**config.mk**
```make
export PLATFORM = sky130hd
export DESIGN_NAME = id_stage
export DESIGN_NICKNAME = d
export VERILOG_FILES = /design/src/rtl/id_stage.sv
export SDC_FILE = /design/constraint.sdc
export NUM_CORES = 2
export LEC_CHECK = 0
export CORE_MARGIN = 5
export CORE_UTILIZATION = 55
export CTS_CLUSTER_DIAMETER = 60
export DETAILED_ROUTE_END_ITERATION = 7
export PLACE_DENSITY = 0.86
export SETUP_SLACK_MARGIN = 0.2
export SLEW_MARGIN = 0
export SYNTH_ARGS = -nofsm -noshare
export SYNTH_HDL_FRONTEND = slang
export SYNTH_SLANG_ARGS = --single-unit
```
**constraint.sdc**
```tcl
create_clock -name clk -period 41.6 [get_ports clk]
set_clock_uncertainty 0.2 [all_clocks]
set_input_delay 8.32 -clock clk [delete_from_list [all_inputs] [get_ports clk]]
set_output_delay 8.32 -clock clk [all_outputs]
set_load 0.02 [all_outputs]
```
**src/rtl/id_stage.sv**
```systemverilog
// Pipelined RV32 decode stage: register file, immediate/control decode and a valid/ready output
// register with load-use stall and flush. Define ID_STAGE_WB_BYPASS_EN to forward same-cycle WB.
module id_stage #(
  parameter int unsigned WIDTH    = 32,
  parameter int unsigned NUM_REGS = 32
) (
  input  logic             clk,
  input  logic             rst,
  input  logic             in_valid,
  output logic             in_ready,
  input  logic [31:0]      instruction,
  input  logic             flush,
  input  logic             wb_en,
  input  logic [4:0]       wb_addr,
  input  logic [WIDTH-1:0] wb_data,
  output logic             out_valid,
  input  logic             out_ready,
  output logic [WIDTH-1:0] rs1_data,
  output logic [WIDTH-1:0] rs2_data,
  output logic [WIDTH-1:0] immediate,
  output logic [4:0]       rd_addr,
  output logic             branch,
  output logic             memRead,
  output logic             memToReg,
  output logic             memWrite,
  output logic             ALUSrc,
  output logic             regWrite,
  output logic [1:0]       ALUOp
);

  localparam int unsigned AW = (NUM_REGS > 1) ? $clog2(NUM_REGS) : 1;

  localparam logic [6:0] OpR      = 7'b0110011;
  localparam logic [6:0] OpImm    = 7'b0010011;
  localparam logic [6:0] OpLoad   = 7'b0000011;
  localparam logic [6:0] OpStore  = 7'b0100011;
  localparam logic [6:0] OpBranch = 7'b1100011;

  logic [WIDTH-1:0] regs_q [NUM_REGS];

  logic [4:0]       rs1_idx, rs2_idx;
  logic             wb_we;
  logic [WIDTH-1:0] rs1_val, rs2_val, imm_val;
  // {ALUSrc, memToReg, regWrite, memRead, memWrite, branch, ALUOp[1:0]}
  logic [7:0]       ctrl_val;
  logic             hazard, accept;

  logic             valid_q;
  logic [WIDTH-1:0] rs1_q, rs2_q, imm_q;
  logic [4:0]       rd_q;
  logic [7:0]       ctrl_q;

  function automatic logic idx_live(logic [4:0] idx);
    return (idx != 5'd0) && ({27'd0, idx} < NUM_REGS);
  endfunction

  assign rs1_idx = instruction[19:15];
  assign rs2_idx = instruction[24:20];
  assign wb_we   = wb_en && idx_live(wb_addr);

  always_ff @(posedge clk or posedge rst) begin
    if (rst) begin
      for (int i = 0; i < NUM_REGS; i++) regs_q[i] <= '0;
    end else if (wb_we) begin
      regs_q[wb_addr[AW-1:0]] <= wb_data;
    end
  end

  always_comb begin
    rs1_val = '0;
    rs2_val = '0;
    if (idx_live(rs1_idx)) rs1_val = regs_q[rs1_idx[AW-1:0]];
    if (idx_live(rs2_idx)) rs2_val = regs_q[rs2_idx[AW-1:0]];
`ifdef ID_STAGE_WB_BYPASS_EN
    if (wb_we && (wb_addr == rs1_idx)) rs1_val = wb_data;
    if (wb_we && (wb_addr == rs2_idx)) rs2_val = wb_data;
`endif
  end

  always_comb begin
    ctrl_val = 8'b0;
    imm_val  = '0;
    case (instruction[6:0])
      OpR: ctrl_val = 8'b0010_0010;
      OpImm: begin
        ctrl_val = 8'b1010_0010;
        imm_val  = {{(WIDTH-12){instruction[31]}}, instruction[31:20]};
      end
      OpLoad: begin
        ctrl_val = 8'b1111_0000;
        imm_val  = {{(WIDTH-12){instruction[31]}}, instruction[31:20]};
      end
      OpStore: begin
        ctrl_val = 8'b1000_1000;
        imm_val  = {{(WIDTH-12){instruction[31]}}, instruction[31:25], instruction[11:7]};
      end
      OpBranch: begin
        ctrl_val = 8'b0000_0101;
        imm_val  = {{(WIDTH-13){instruction[31]}}, instruction[31], instruction[7],
                    instruction[30:25], instruction[11:8], 1'b0};
      end
      default: ;
    endcase
  end

  assign hazard = valid_q && ctrl_q[4] && (rd_q != 5'd0) &&
                  ((rd_q == rs1_idx) || (rd_q == rs2_idx));
  assign in_ready = ~rst & ~flush & ~hazard & (~valid_q | out_ready);
  assign accept   = in_valid & in_ready;

  // A load-use bubble (hazard & out_ready) drains exactly like a plain consume.
  always_ff @(posedge clk or posedge rst) begin
    if (rst) begin
      valid_q <= 1'b0;
      rs1_q   <= '0;
      rs2_q   <= '0;
      imm_q   <= '0;
      rd_q    <= '0;
      ctrl_q  <= '0;
    end else if (flush) begin
      valid_q <= 1'b0;
    end else if (accept) begin
      valid_q <= 1'b1;
      rs1_q   <= rs1_val;
      rs2_q   <= rs2_val;
      imm_q   <= imm_val;
      rd_q    <= instruction[11:7];
      ctrl_q  <= ctrl_val;
    end else if (out_ready) begin
      valid_q <= 1'b0;
    end
  end

  assign out_valid = valid_q;
  assign rs1_data  = rs1_q;
  assign rs2_data  = rs2_q;
  assign immediate = imm_q;
  assign rd_addr   = rd_q;
  assign ALUSrc    = ctrl_q[7];
  assign memToReg  = ctrl_q[6];
  assign regWrite  = ctrl_q[5];
  assign memRead   = ctrl_q[4];
  assign memWrite  = ctrl_q[3];
  assign branch    = ctrl_q[2];
  assign ALUOp     = ctrl_q[1:0];

endmodule

```
[Yosys cells after proc, flatten, opt, wreduce, memory -nomap -nowiden]
Index checks and enable logic that the tools add are counted.
Word-level totals
  register bits: 1134
  input port bits: 75
  output and inout port bits: 111
  logic and storage cells: 90
Operators by class
  magnitude comparators: 4
  eq/ne operators: 7
  multiplexer cells: 16
  bitwise operators: 12
  reduce and logical (&&, ||, !) cells: 13
Operator list (count)
  $bwmux W1024: 1
  $bmux W32 S5: 2
  $mux W32: 7
  $demux W32 S5: 1
  $pmux W32 S3: 1
  $pmux W8 S5: 1
  $reduce_bool A5 Y1: 4
  $ge A6 B6 Y1 const B: 3
  $not A5 Y6: 3
  $eq A7 B6 Y1 const B: 2
  $eq A5 B5 Y1: 2
  $eq A7 B2 Y1 const B: 1
  $eq A7 B5 Y1 const B: 1
  $eq A7 B7 Y1 const B: 1
  $lt A6 B1 Y1 const B: 1
  $logic_and A1 B1 Y1: 5
  $and A1 B1 Y1: 4
  $not A1 Y1: 4
  $mux W1: 3
  $reduce_bool A3 Y1: 1
  $reduce_and A2 Y1: 1
  $reduce_or A2 Y1: 1
  $logic_or A1 B1 Y1: 1
  $or A1 B1 Y1: 1

[Logic depth before layout (Yosys ltp)]
  depth after elaboration: 9
  mapped depth: 10

[Least setup slack after synthesis]
OpenSTA, ideal clock, no wires.
  kind: input to output
  start point: in instruction[19]
  end point: out in_ready
  arrival time: 9.255 ns
  data required time: 33.080 ns
  setup slack: 23.825 ns
  stages: 6
  cells stage by stage: buf_2 -> xnor2_1 -> nand3_1 -> o22ai_1 -> nand4_1 -> and2_1
Between the ends
  longest elaborated chain between the ends: 6
RTL lines
  start: declaration: RTL line 11  | input logic [31:0] instruction,
  $eq A5 B5 Y1: RTL line 107  | ((rd_q == rs1_idx) || (rd_q == rs2_idx));
  $logic_or A1 B1 Y1: RTL line 107
  $logic_and A1 B1 Y1: RTL line 106  | assign hazard = valid_q && ctrl_q[4] && (rd_q != 5'd0) &&
  $not A1 Y1: RTL line 108  | assign in_ready = ~rst & ~flush & ~hazard & (~valid_q | out_ready);
  $and A1 B1 Y1 (2 in series): RTL line 108
  end: declaration: RTL line 10  | output logic in_ready,
Every way passes these cells.

[Worst setup path in the final report]
  start point: in instruction[21]
  end point: out in_ready
The elaborated chain is that of the path after synthesis.

==> flow_metrics.env <==
export IMPL_die_h_um=336.5
export IMPL_grtUsageTotal_pct=30.93
export IMPL_fin_cells=5720
export IMPL_r2r_setup_slack_ns=37.95
export IMPL_cts_made_buffers=113
export IMPL_yosys_area_share_simple_pct=2.888
export IMPL_arrival_ns=10.63
export IMPL_postCtsHoldBufs=0
export IMPL_core_um2=105600
export IMPL_grt_start_max_net_pins=180
export IMPL_rr_endpoint="rs2_data[0]"
export IMPL_async_flop_share_pct=100.0
export IMPL_hold_path_startpoint="regs_q[1018]"
export IMPL_criticalPathCategory="in -> out"
export IMPL_start_util_pct=55.53
export IMPL_hold_viol=0
export IMPL_cp_startpoint="instruction[21]"
export IMPL_p_leak_nw=28.35
export IMPL_grt_pass1_vias=42417
export IMPL_ir_drop_mv=0.03697
export IMPL_vias=40720
export IMPL_clkTransAtPathRegs_ns=0.06
export IMPL_areaGrowthSynthToFinish_pct=10.17
export IMPL_synth_flop_cell="dfrtp_1"
export IMPL_fin_ws_ns=22.45
export IMPL_start_kind="primary input"
export IMPL_routabilityCongestion=0.8375
export IMPL_ys_ff_latch=1113
export IMPL_drv_cap=0
export IMPL_viasPerCell=7.119
export IMPL_final_util_pct=61.18
export IMPL_synthMuxAreaShare_pct=38.30
export IMPL_synth_compound_area_share_pct=6.932
export IMPL_tritoncts="yes"
export IMPL_synth_top_family_by_area="multiplexers"
export IMPL_status="completed"
export IMPL_clk_latency_ns=0.72
export IMPL_dp_cells=5499
export IMPL_antenna_found_initial=16
export IMPL_synth_cell_types=47
export IMPL_yosysWarnings=0
export IMPL_critical_path_peak_fanout=55
export IMPL_dr_pass1_iters=6
export IMPL_synth_edf_count=0
export IMPL_max_stage_delay_ns=0.54
export IMPL_period_share_pct=46.03
export IMPL_die_w_um=336.5
export IMPL_syn_area_um2=58620
export IMPL_clock_path_buffers=3
export IMPL_grt_ovfl_total=0
export IMPL_grt_pass1_wl_um=266700
export IMPL_synth_avg_cell_area_um2=13.53
export IMPL_post_cts_buffers=0
export IMPL_drc=0
export IMPL_synth_xor_area_share_pct=0.1494
export IMPL_finalSetupViolCount=0
export IMPL_crit_slowest_cell="o22ai_1"
export IMPL_layout_nets=4298
export IMPL_synth_fa_ha_area_share_pct=0
export IMPL_yosysSeqAreaShare_pct=47.51
export IMPL_postCtsResizedCells=0
export IMPL_reg2reg_depth=7
export IMPL_wl_per_cell_um=30.90
export IMPL_pwr_density_cell_nw_per_um2=48.75
export IMPL_crit_path_cell_trace="buf_6 > xnor2_1 > nand3_1 > o22ai_1 > nand4_1 > and2_1 > clkdlybuf4s50_1"
export IMPL_ios=186
export IMPL_htree_levels=3
export IMPL_syn_num_nets=4407
export IMPL_drive_gt1_share_pct=37.75
export IMPL_postRouteAntennaNets=0
export IMPL_hold_class="reg -> reg"
export IMPL_cp_required_ns=33.08
export IMPL_worstSetupEndpointType="primary output"
export IMPL_row_count=119
export IMPL_cts_root_buf="clkbuf_16"
export IMPL_fin_crit_ns=19.15
export IMPL_regToRegStartpoint="rd_addr[4]"
export IMPL_worst_slew_pin_slew_ns=1.226
export IMPL_pre_cts_ws_ns=22.47
export IMPL_design_die_area_um2=113200
export IMPL_setup_tns_final_ns=0
export IMPL_hold_path_end="regs_q[1018]"
export IMPL_rsz0062_at_grt="no"
export IMPL_total_power_mw=3.149
export IMPL_port_buffers=182
export IMPL_hold_depth=0
export IMPL_dr_first_iter_drc_count=4989
export IMPL_drt_wl_total_um=176800
export IMPL_cts_sinks=1113
export IMPL_synthCells=4332
export IMPL_place_hpwl_um=97290
export IMPL_slew_headroom_pct=18.01
export IMPL_slew_violations=0
export IMPL_timing_fmax_mhz=52.23
[where the power goes]
group / switching [mW] / leakage (nW) / total, mW / internal, mW
logic: 0.293 / 12.2 / 0.643 / 0.350
registers: 0.161 / 14.2 / 1.45 / 1.29
clock network: 0.448 / 1.93 / 1.06 / 0.609
total: 0.902 / 28.3 / 3.15 / 2.25
[flip-flops by register name, indices dropped and copies added, names as in the netlist]
signal     count
out_valid      1
rd_addr        5
regs_q      1024
ctrl_q         6
rs1_data      32
rs2_data      32
immediate     13
[metrics by stage]
step / hold WS [ns] / cell area (µm²)
4_1_cts: 0.1972 / 64560
3_3_place_gp: 0.1763 / 60650
3_5_place_dp: 0.1827 / 60650
6_report: 0.1952 / 64580
5_1_grt: 0.2049 / 64570
2_1_floorplan: 0.2413 / 58620
[how the worst max path moves through the flow]
stage                      to  slack, ns  cells past startpoint
finish               in_ready      22.45                      7
global route         in_ready      22.36                      7
CTS                  in_ready      22.47                      7
detailed placement   in_ready      22.47                      7
global placement     in_ready      22.47                      7
floorplan           ctrl_q[1]       1.74                      1
[synth_stat cells (26+ instances only)]
master | count | share of area, %
o21ai_0 | 120 | 1.0
a221oi_1 | 217 | 3.2
buf_6 | 26 | 0.50
a22oi_1 | 92 | 1.2
mux4_2 | 287 | 11
a21oi_1 | 68 | 0.58
nand2_1 | 120 | 0.77
nand3_1 | 102 | 0.87
buf_4 | 49 | 0.63
o21ai_1 | 46 | 0.39
nor2_1 | 125 | 0.80
dfrtp_1 | 1113 | 48
mux2i_1 | 481 | 8.2
mux2_2 | 992 | 19
clkbuf_1 | 235 | 1.5
buf_1 | 64 | 0.41
buf_2 | 101 | 0.86
[worst max-delay path: cells and delay by family]
kind,cells,cell delay [ns]
compound gates,1,0.54
xor+xnor,1,0.19
buf+inv,2,1.06
simple gates,3,0.44
[layout by cell type, fill, tap and decap left out, types with 7 or more instances in the layout]
cell type	netlist	layout
dfrtp_1	1113	1113
mux2_2	992	992
mux2i_1	481	481
mux4_2	287	287
a221oi_1	217	217
clkdlybuf4s50_1	0	172
o21ai_0	120	120
clkbuf_16	0	114
nor2_1	125	108
nand2_1	120	105
nand3_1	102	102
a22oi_1	92	92
buf_4	49	78
a21oi_1	68	67
o21ai_1	46	46
clkbuf_8	0	38
clkinv_2	0	25
nor2_4	0	18
clkbuf_1	235	18
nand2_2	0	15
a221oi_2	12	12
xnor2_1	10	10
diode_2	0	9
or2_2	7	7
[layout make-up]
class | instances | area (µm²)
Inverter | 6 | 31.28
Clock buffer | 169 | 3430
Clock inverter | 43 | 486.7
Antenna cell | 9 | 22.52
Fill cell | 7403 | 40980
Multi-Input combinational cell | 2726 | 28520
Timing Repair Buffer | 263 | 2497
Tap cell | 1391 | 1740
Sequential cell | 1113 | 27850
[per-layer routing]
metal  track usage [%]  up-vias  part of all wire, %
met3             9.334      695                   12
met1             39.93    21096                   36
met4             16.56        6                  6.0
met2             47.53     2696                   46
met5                 0        -                0.023
li1                  -    16227                    -
[cell families after synthesis]
group | count (synthesis)
and+or+nand+nor | 387
xor gates and xnor gates | 10
buffers and inverters | 493
muxes | 1760
DFF | 1113
AOI/OAI and AO/OA | 569
No activity file was read; power rests on OpenSTA's default activity.
